===== src/rtl/bit_exec_pkg.sv =====
// Shared definitions for the bit execution unit: opcodes, FSM encoding and default widths.
package bit_exec_pkg;

    localparam int DEFAULT_ADDR_WIDTH = 4;
    localparam int DEFAULT_CNT_WIDTH  = 8;

    typedef enum logic [2:0] {
        OP_AND  = 3'd0,
        OP_OR   = 3'd1,
        OP_XOR  = 3'd2,
        OP_NAND = 3'd3,
        OP_NOR  = 3'd4,
        OP_XNOR = 3'd5,
        OP_NOT  = 3'd6,
        OP_MOV  = 3'd7
    } op_t;

    typedef enum logic [1:0] {
        IDLE  = 2'd0,
        READ  = 2'd1,
        WRITE = 2'd2,
        DONE  = 2'd3
    } state_t;

endpackage


===== src/rtl/bit_exec_unit_if.sv =====
// Command handshake between the decode path (master) and the bit execution unit (slave).
interface bit_exec_unit_if #(
    parameter int ADDR_WIDTH = 4
);
    logic                  cmd_valid;
    logic                  cmd_ready;
    logic [2:0]            cmd_op;
    logic [ADDR_WIDTH-1:0] cmd_src_a;
    logic [ADDR_WIDTH-1:0] cmd_src_b;
    logic [ADDR_WIDTH-1:0] cmd_dest;

    modport master (
        output cmd_valid, cmd_op, cmd_src_a, cmd_src_b, cmd_dest,
        input  cmd_ready
    );

    modport slave (
        input  cmd_valid, cmd_op, cmd_src_a, cmd_src_b, cmd_dest,
        output cmd_ready
    );
endinterface


===== src/rtl/bit_logic_fn.sv =====
// Pure combinational single-bit logic function selected by opcode.
module bit_logic_fn
    import bit_exec_pkg::*;
(
    input  logic [2:0] op,
    input  logic       a,
    input  logic       b,
    output logic       y
);

    always_comb begin
        y = 1'b0;
        case (op)
            OP_AND:  y = a & b;
            OP_OR:   y = a | b;
            OP_XOR:  y = a ^ b;
            OP_NAND: y = ~(a & b);
            OP_NOR:  y = ~(a | b);
            OP_XNOR: y = ~(a ^ b);
            OP_NOT:  y = ~a;
            OP_MOV:  y = a;
            default: y = 1'b0;
        endcase
    end

endmodule


===== src/rtl/bit_exec_unit.sv =====
// Sequencer for a 1-bit 2R/1W register RAM: read two operands, apply a logic op, write back.
// All RAM-facing outputs are driven straight from flops so the RAM never sees glitches.
module bit_exec_unit
    import bit_exec_pkg::*;
#(
    parameter int ADDR_WIDTH = DEFAULT_ADDR_WIDTH,
    parameter int CNT_WIDTH  = DEFAULT_CNT_WIDTH
) (
    input  logic                  clk,
    input  logic                  rst_n,
    bit_exec_unit_if.slave        cmd,
    output logic [ADDR_WIDTH-1:0] ram_address_a,
    output logic [ADDR_WIDTH-1:0] ram_address_b,
    output logic [ADDR_WIDTH-1:0] ram_dest,
    output logic                  ram_data,
    output logic                  ram_we,
    input  logic                  ram_out_a,
    input  logic                  ram_out_b,
    output logic                  done,
    output logic                  result,
    output logic [CNT_WIDTH-1:0]  op_count
);

    localparam logic [CNT_WIDTH-1:0] CNT_ONE = 1;

    state_t                state_reg;
    state_t                state_next;
    logic                  accept;
    logic [2:0]            op_reg;
    logic [ADDR_WIDTH-1:0] src_a_reg;
    logic [ADDR_WIDTH-1:0] src_b_reg;
    logic [ADDR_WIDTH-1:0] dest_reg;
    logic                  calc_reg;
    logic                  we_reg;
    logic                  ready_reg;
    logic                  done_reg;
    logic                  result_reg;
    logic [CNT_WIDTH-1:0]  count_reg;
    logic                  fn_y;

    bit_logic_fn u_fn (
        .op (op_reg),
        .a  (ram_out_a),
        .b  (ram_out_b),
        .y  (fn_y)
    );

    always_comb begin
        state_next = state_reg;
        accept     = 1'b0;
        case (state_reg)
            IDLE: begin
                if (cmd.cmd_valid) begin
                    state_next = READ;
                    accept     = 1'b1;
                end
            end
            READ:    state_next = WRITE;
            WRITE:   state_next = DONE;
            DONE:    state_next = IDLE;
            default: state_next = IDLE;
        endcase
    end

    // Strobes are registered from the next state so they line up with the state they belong to.
    always_ff @(posedge clk or negedge rst_n) begin
        if (!rst_n) begin
            state_reg  <= IDLE;
            op_reg     <= '0;
            src_a_reg  <= '0;
            src_b_reg  <= '0;
            dest_reg   <= '0;
            calc_reg   <= 1'b0;
            we_reg     <= 1'b0;
            ready_reg  <= 1'b1;
            done_reg   <= 1'b0;
            result_reg <= 1'b0;
            count_reg  <= '0;
        end else begin
            state_reg <= state_next;
            ready_reg <= (state_next == IDLE);
            we_reg    <= (state_next == WRITE);
            done_reg  <= (state_next == DONE);
            if (accept) begin
                op_reg    <= cmd.cmd_op;
                src_a_reg <= cmd.cmd_src_a;
                src_b_reg <= cmd.cmd_src_b;
                dest_reg  <= cmd.cmd_dest;
            end
            if (state_reg == READ) begin
                calc_reg <= fn_y;
            end
            if (state_reg == WRITE) begin
                result_reg <= calc_reg;
                if (count_reg != '1) begin
                    count_reg <= count_reg + CNT_ONE;
                end
            end
        end
    end

    assign cmd.cmd_ready = ready_reg;
    assign ram_address_a = src_a_reg;
    assign ram_address_b = src_b_reg;
    assign ram_dest      = dest_reg;
    assign ram_data      = calc_reg;
    assign ram_we        = we_reg;
    assign done          = done_reg;
    assign result        = result_reg;
    assign op_count      = count_reg;

endmodule


===== src/flat_wrapper.sv =====
// flat-port wrapper written by rule: the top's interface ports become plain ports
module bit_exec_unit_flat import bit_exec_pkg::*;
#(
    parameter int ADDR_WIDTH = DEFAULT_ADDR_WIDTH,
    parameter int CNT_WIDTH  = DEFAULT_CNT_WIDTH
)
  (clk, rst_n, ram_address_a, ram_address_b, ram_dest, ram_data, ram_we, ram_out_a, ram_out_b, done, result, op_count, cmd_cmd_valid, cmd_cmd_op, cmd_cmd_src_a, cmd_cmd_src_b, cmd_cmd_dest, cmd_cmd_ready);
  bit_exec_unit_if #(.ADDR_WIDTH(ADDR_WIDTH)) cmd_i ();
  input  logic clk;
  input  logic rst_n;
  output logic [ADDR_WIDTH-1:0] ram_address_a;
  output logic [ADDR_WIDTH-1:0] ram_address_b;
  output logic [ADDR_WIDTH-1:0] ram_dest;
  output logic ram_data;
  output logic ram_we;
  input  logic ram_out_a;
  input  logic ram_out_b;
  output logic done;
  output logic result;
  output logic [CNT_WIDTH-1:0] op_count;
  input wire logic [$bits(cmd_i.cmd_valid)-1:0] cmd_cmd_valid;
  input wire logic [$bits(cmd_i.cmd_op)-1:0] cmd_cmd_op;
  input wire logic [$bits(cmd_i.cmd_src_a)-1:0] cmd_cmd_src_a;
  input wire logic [$bits(cmd_i.cmd_src_b)-1:0] cmd_cmd_src_b;
  input wire logic [$bits(cmd_i.cmd_dest)-1:0] cmd_cmd_dest;
  output wire logic [$bits(cmd_i.cmd_ready)-1:0] cmd_cmd_ready;
  assign cmd_i.cmd_valid = cmd_cmd_valid;
  assign cmd_i.cmd_op = cmd_cmd_op;
  assign cmd_i.cmd_src_a = cmd_cmd_src_a;
  assign cmd_i.cmd_src_b = cmd_cmd_src_b;
  assign cmd_i.cmd_dest = cmd_cmd_dest;
  assign cmd_cmd_ready = cmd_i.cmd_ready;
  bit_exec_unit #(.ADDR_WIDTH(ADDR_WIDTH), .CNT_WIDTH(CNT_WIDTH)) u_core (.clk(clk), .rst_n(rst_n), .cmd(cmd_i), .ram_address_a(ram_address_a), .ram_address_b(ram_address_b), .ram_dest(ram_dest), .ram_data(ram_data), .ram_we(ram_we), .ram_out_a(ram_out_a), .ram_out_b(ram_out_b), .done(done), .result(result), .op_count(op_count));
endmodule

===== config.mk =====
export PLATFORM = sky130hd
export DESIGN_NAME = bit_exec_unit_flat
export DESIGN_NICKNAME = d
export VERILOG_FILES = /design/src/rtl/bit_exec_pkg.sv /design/src/rtl/bit_exec_unit_if.sv /design/src/rtl/bit_logic_fn.sv /design/src/rtl/bit_exec_unit.sv /design/src/flat_wrapper.sv
export SDC_FILE = /design/constraint.sdc
export NUM_CORES = 1
export LEC_CHECK = 0
export ABC_CLOCK_PERIOD_IN_PS = 4200
export CORE_MARGIN = 2
export CORE_UTILIZATION = 48
export CTS_CLUSTER_DIAMETER = 50
export DETAILED_ROUTE_END_ITERATION = 8
export PLACE_DENSITY_LB_ADDON = 0.3
export SLEW_MARGIN = 20
export SYNTH_ARGS = -nofsm -noshare
export SYNTH_HDL_FRONTEND = slang
export SYNTH_SLANG_ARGS = --single-unit

===== constraint.sdc =====
create_clock -name clk -period 4.2 [get_ports clk]
set_clock_uncertainty 0.1 [all_clocks]
set_input_delay 0.84 -clock clk [delete_from_list [all_inputs] [get_ports clk]]
set_output_delay 0.84 -clock clk [all_outputs]
set_load 0.05 [all_outputs]

==> results of run 1 <==
-- routing by layer --
metal	up-vias	wire length [um]	part of all wire (%)
met5	-	0	0
met3	7	221	8.5
met4	0	53	2.0
met1	459	1020	39
li1	450	-	-
met2	37	1300	50
-- cells by family after synthesis --
| group | count (synthesis) | synth area share [%] |
|---|---|---|
| flip-flops | 30 | 55.9 |
| multiplexers | 21 | 18.5 |
| AND/OR/NAND/NOR | 19 | 6.88 |
| buffers and inverters | 10 | 3.44 |
| AO/OA/AOI/OAI | 9 | 4.28 |
| adder cells (fa/ha/maj) | 9 | 8.37 |
| XOR/XNOR | 4 | 2.61 |
-- per-stage QoR --
stage,hold WS [ps],cells
6_report,412,182
5_1_grt,439,182
4_1_cts,420,182
3_5_place_dp,397,174
3_3_place_gp,387,174
2_1_floorplan,388,102
-- synth_stat cells --
cell / number
dfrtp_1: 29
mux2_2: 17
ha_1: 9
inv_1: 6
nor2_1: 5
a21oi_1: 4
nand2_1: 4
nand3_1: 4
xnor2_1: 3
a41oi_1: 2
and3_1: 2
clkbuf_1: 2
mux2i_1: 2
nand4_1: 2
a21oi_2: 1
a31oi_1: 1
and4_1: 1
buf_2: 1
buf_6: 1
dfstp_2: 1
mux2_4: 1
mux4_2: 1
nor3_1: 1
o21ai_0: 1
xor2_1: 1
-- worst paths after layout --
check | startpoint | end | slack, ps | cells past startpoint
setup / recovery | u_core.cmd.cmd_ready | cmd_cmd_ready | 1620 | 1
hold reg to reg | u_core.ram_address_a[2] | u_core.ram_address_a[2] | 410 | 1
hold / removal | u_core.ram_address_a[2] | u_core.ram_address_a[2] | 410 | 1
setup reg to reg | u_core.state_reg[0] | u_core.ram_address_a[1] | 2380 | 4
min in group asynchronous | rst_n | u_core.state_reg[1] | 790 | 2
max in group asynchronous | rst_n | u_core.cmd.cmd_ready | 2900 | 2
-- where the power goes --
group | switching, mW | internal, mW
combinational | 0.578 | 0.367
clock | 0.0966 | 0.0810
sequential | 0.102 | 0.430
total | 0.777 | 0.877
-- area by class of cell --
class                      instances  area (um2)
clock buffer                       7        55.1
clock inverter                     1        5.00
fill                             214         842
inverter                           6        22.5
multi-input combinational         62         547
sequential                        30         752
tap                               31        38.8
timing repair buffer              45         448
==> impl_metrics.py, run 1 <==
metrics = {
    "status": {
        "outcome": "finished clean",
    },
    "setup_path": {
        "critical-path-top-delay-family": "buffers and inverters",
        "required_ps": 3260,
        "critPathCaptureType": "output pin",
        "cp_cell_sequence": "clkdlybuf4s50_1",
        "start_kind": "register",
        "max_stage_delay_ps": 790,
        "crit_path_max_fanout": 1,
        "worst-setup-path-type": "register to output pin",
        "worstPathArrival_ps": 1640,
        "crit_buf_inv": 1,
        "crit_path_top_delay_cell": "clkdlybuf4s50_1",
    },
    "sta": {
        "setup_viol": 0,
        "layout_setup_ws_ps": 1620,
        "max_freq_mhz": 388,
        "timing.setup.tns_ps": 0,
        "rsz0062_at_grt": "no",
        "timing.slew.headroom_pct": 58.9,
        "period_minus_slack_ps": 2580,
        "fin_crit_sh_pct": 61.3,
        "finalHoldViolCount": 0,
        "final_max_slew_viol_count": 0,
        "tightest_slew_ps": 615,
    },
    "placed_design": {
        "routabilityCongestion": 0.703,
        "dp_hpwl_um": 1960,
        "placed_cell_area_um2": 1810,
        "placement.io_buffers": 44,
        "place_ws_ps": 1410,
    },
    "routing": {
        "vias": 953,
        "ant_nets": 0,
        "vias_per_cell": 5.24,
        "wire_per_inst_um": 14.3,
        "routed_wl_um": 2590,
        "drt-pass1-iter-count": 4,
        "drc": 0,
        "drt_iter0_drc": 28,
    },
    "cells_and_area": {
        "diodes": 0,
        "num-nets-final": 179,
        "drive_gt1_share_pct": 19.2,
        "syn2layout_area_growth_pct": 38.9,
        "postLayoutCellArea_um2": 1870,
        "final_common_cell": "clkdlybuf4s50_1",
        "final_util_pct": 68.9,
        "largest_reg_flops": 8,
        "layout_common_cells": "clkdlybuf4s50_1, dfrtp_1, mux2_2, ha_1, inv_1",
    },
    "floorplan": {
        "dieArea_um2": 3240,
        "die_x_um": 56.9,
        "die_y_um": 56.9,
        "io_pins": 45,
        "coreArea_um2": 2710,
        "num_rows": 19,
        "initial_utilization_pct": 49.6,
    },
    "clock_tree": {
        "cts_hold_buf": 0,
        "cts_max_level": 2,
        "clk_pin_slew_ps": 90,
        "postCtsResizedCells": 0,
        "cts_sinks": 30,
        "cts_tree": "built",
        "clockRootBuffer": "clkbuf_4",
        "clock_path_buffers": 2,
        "cts_setup_buffers": 0,
        "clk_latency_ps": 330,
        "numCtsBuffers": 5,
    },
    "synthesis": {
        "synth.top_cell.area_share_pct": 54.0,
        "syn_avg_cell_area_um2": 13.2,
        "synthesis.area_um2": 1350,
        "yosysWarningCount": 0,
        "ys_types": 25,
        "ys_top_cells_by_area": "dfrtp_1, mux2_2, ha_1",
        "syn_inst": 102,
        "syn_nets": 131,
        "yosysTopAreaCell": "dfrtp_1",
        "ys_seq_elements": 30,
        "synth-seq-area-share_pct": 55.9,
    },
    "grt": {
        "use_met3_pct": 9.30,
        "antenna_found_initial": 0,
        "grt_pass1_vias": 969,
        "grt_busiest_layer": "met2",
        "grt_max_degree": 31,
        "globalRouteOverflowTotal": 0,
        "grtUsageTotal_pct": 18.2,
        "grt_pass1_wl_um": 4340,
        "grtUsageMet2_pct": 31.0,
        "met1_usage_pct": 19.2,
    },
    "worst_hold_path": {
        "min_path_type": "register to register",
    },
    "flow_run": {
        "drv_cap": 0,
    },
    "power": {
        "peakVddDrop_mv": 0.659,
        "power_mw": 1.65,
        "leakage_nw": 0.820,
        "power.density_nw_per_um2": 886,
    },
}
(Power assumes the default switching activity.)
==> run 2: changes to the inputs <==
--- a/config.mk
+++ b/config.mk
@@ -5,9 +5,9 @@
 export SDC_FILE = /design/constraint.sdc
 export NUM_CORES = 1
 export LEC_CHECK = 0
-export ABC_CLOCK_PERIOD_IN_PS = 4200
+export ABC_CLOCK_PERIOD_IN_PS = 2300
 export CORE_MARGIN = 2
-export CORE_UTILIZATION = 48
+export CORE_UTILIZATION = 40
 export CTS_CLUSTER_DIAMETER = 50
 export DETAILED_ROUTE_END_ITERATION = 8
 export PLACE_DENSITY_LB_ADDON = 0.3
==> constraint.sdc (replaced) <==
create_clock -name clk -period 2.3 [get_ports clk]
set_clock_uncertainty 0.1 [all_clocks]
set_input_delay 0.46 -clock clk [delete_from_list [all_inputs] [get_ports clk]]
set_output_delay 0.46 -clock clk [all_outputs]
set_load 0.05 [all_outputs]
==> run 2 against run 1 <==
Combinational power is 84% higher. Sequential share of layout area is 0.71 points lower. Register-to-register slack worse by 1800 ps. Non-clock buffer count is 2 higher. First-iteration DRC count is 3.6% higher. Total power is 84% higher. Global-route usage is 2.8 points lower. Via count is 0.84% higher. Clock power is 86% higher. Critical path depth stayed put. Worst setup slack worse by 1500 ps.
==> impl_metrics.py, run 2 (synthesis gave the netlist of run 1 again) <==
metrics = {
    "status": {
        "outcome": "finished clean",
    },
    "cells_and_area": {
        "diodes": 0,
        "drive_gt1_share_pct": 20.3,
        "post_layout_nonfiller_instances": 199,
        "num-nets-final": 181,
        "largest_reg_flops": 8,
        "layout_common_cells": "clkdlybuf4s50_1, dfrtp_1, mux2_2, ha_1, inv_1",
        "syn2layout_area_growth_pct": 41.4,
        "final_common_cell": "clkdlybuf4s50_1",
    },
    "grt": {
        "grt_pass1_vias": 971,
        "grt_pass1_wl_um": 4120,
        "grt_max_degree": 31,
        "grtUsageTotal_pct": 15.4,
        "antenna_found_initial": 0,
        "globalRouteOverflowTotal": 0,
    },
    "clock_tree": {
        "postCtsResizedCells": 0,
        "numCtsBuffers": 5,
        "clk_latency_ps": 330,
        "cts_hold_buf": 0,
        "cts_sinks": 30,
        "cts_max_level": 2,
        "clk_pin_slew_ps": 100,
        "cts_tree": "built",
        "cts_setup_buffers": 0,
        "clockRootBuffer": "clkbuf_4",
        "clock_path_buffers": 2,
    },
    "setup_path": {
        "cp_cell_sequence": "clkdlybuf4s50_1",
        "required_ps": 1740,
        "worst-setup-path-type": "register to output pin",
        "crit_path_top_delay_cell": "clkdlybuf4s50_1",
        "worstPathArrival_ps": 1640,
        "max_stage_delay_ps": 790,
        "critical-path-top-delay-family": "buffers and inverters",
        "crit_path_max_fanout": 1,
        "crit_buf_inv": 1,
        "start_kind": "register",
        "critPathCaptureType": "output pin",
    },
    "sta": {
        "max_freq_mhz": 455,
        "rsz0062_at_grt": "no",
        "final_max_slew_viol_count": 0,
        "setup_viol": 0,
        "finalHoldViolCount": 0,
        "fin_crit_sh_pct": 95.6,
        "timing.slew.headroom_pct": 65.7,
        "tightest_slew_ps": 514,
        "fin_hold_ws_ps": 405,
        "period_minus_slack_ps": 2200,
    },
    "power": {
        "power.density_nw_per_um2": 1600,
        "peakVddDrop_mv": 1.05,
        "leakage_nw": 0.829,
    },
    "floorplan": {
        "num_rows": 21,
        "dieArea_um2": 3840,
        "die_x_um": 62.0,
        "io_pins": 45,
        "die_y_um": 62.0,
        "initial_utilization_pct": 41.0,
        "coreArea_um2": 3280,
    },
    "routing": {
        "drt-pass1-iter-count": 4,
        "vias_per_cell": 4.83,
        "drt_iter0_drc": 29,
        "routed_wl_um": 2580,
        "drc": 0,
        "wire_per_inst_um": 12.9,
        "ant_nets": 0,
        "vias": 961,
    },
    "placed_design": {
        "routabilityCongestion": 0.827,
        "dp.cells": 191,
        "dp_hpwl_um": 1910,
        "placement.io_buffers": 44,
    },
    "flow_run": {
        "drv_cap": 0,
    },
    "worst_hold_path": {
        "min_path_type": "input port to asynchronous set/reset pin",
    },
}
==> run 2: power by group <==
| group | internal (mW) | switching (mW) | leakage, nW |
|---|---|---|---|
| registers | 0.784 | 0.185 | 0.361 |
| logic | 0.678 | 1.06 | 0.433 |
| clock network | 0.148 | 0.183 | 0.0353 |
==> run 2: area by class of cell <==
| cell class | instances | area [um2] |
|---|---|---|
| fillers | 297 | 1380 |
| flip-flops and latches | 30 | 752 |
| multi-input cells | 62 | 547 |
| repair buffers | 47 | 463 |
| well taps | 46 | 57.6 |
| clock buffers | 7 | 55.1 |
| inverters | 6 | 22.5 |
| clock inverters | 1 | 5.00 |
==> run 2: final timing paths <==
check / cells past startpoint / to / slack [ps] / from
max in group asynchronous: 2 / u_core.cmd.cmd_ready / 1390 / rst_n
worst max register to register: 6 / u_core.op_count[7] / 610 / u_core.state_reg[0]
worst max-delay path: 1 / cmd_cmd_ready / 100 / u_core.cmd.cmd_ready
worst min-delay path: 2 / u_core.op_count[2] / 400 / rst_n
worst min register to register: 1 / u_core.ram_dest[1] / 410 / u_core.ram_dest[1]
min in group clk: 1 / u_core.ram_dest[1] / 410 / u_core.ram_dest[1]
==> run 2: through the flow <==
step | worst slack [ps] | cell area, um2 | power [mW] | utilization [%] | TNS (ps)
6_report | 101 | 1900 | 3.04 | 57.9 | 0
5_1_grt | 32.3 | 1900 | 3.22 | 57.9 | 0
4_1_cts | 79.0 | 1900 | 3.07 | 57.9 | 0
3_5_place_dp | -60.8 | 1840 | 2.72 | 56.1 | -60.8
3_3_place_gp | 16.4 | 1840 | 2.67 | 56.1 | 0
2_1_floorplan | 348 | 1350 | 2.17 | - | 0
==> run 2: routing by layer <==
layer  track usage [%]  wire (um)
met1              15.9        976
met2              26.5       1320
met3              5.80        218
met4              9.12         63
met5                 0          0
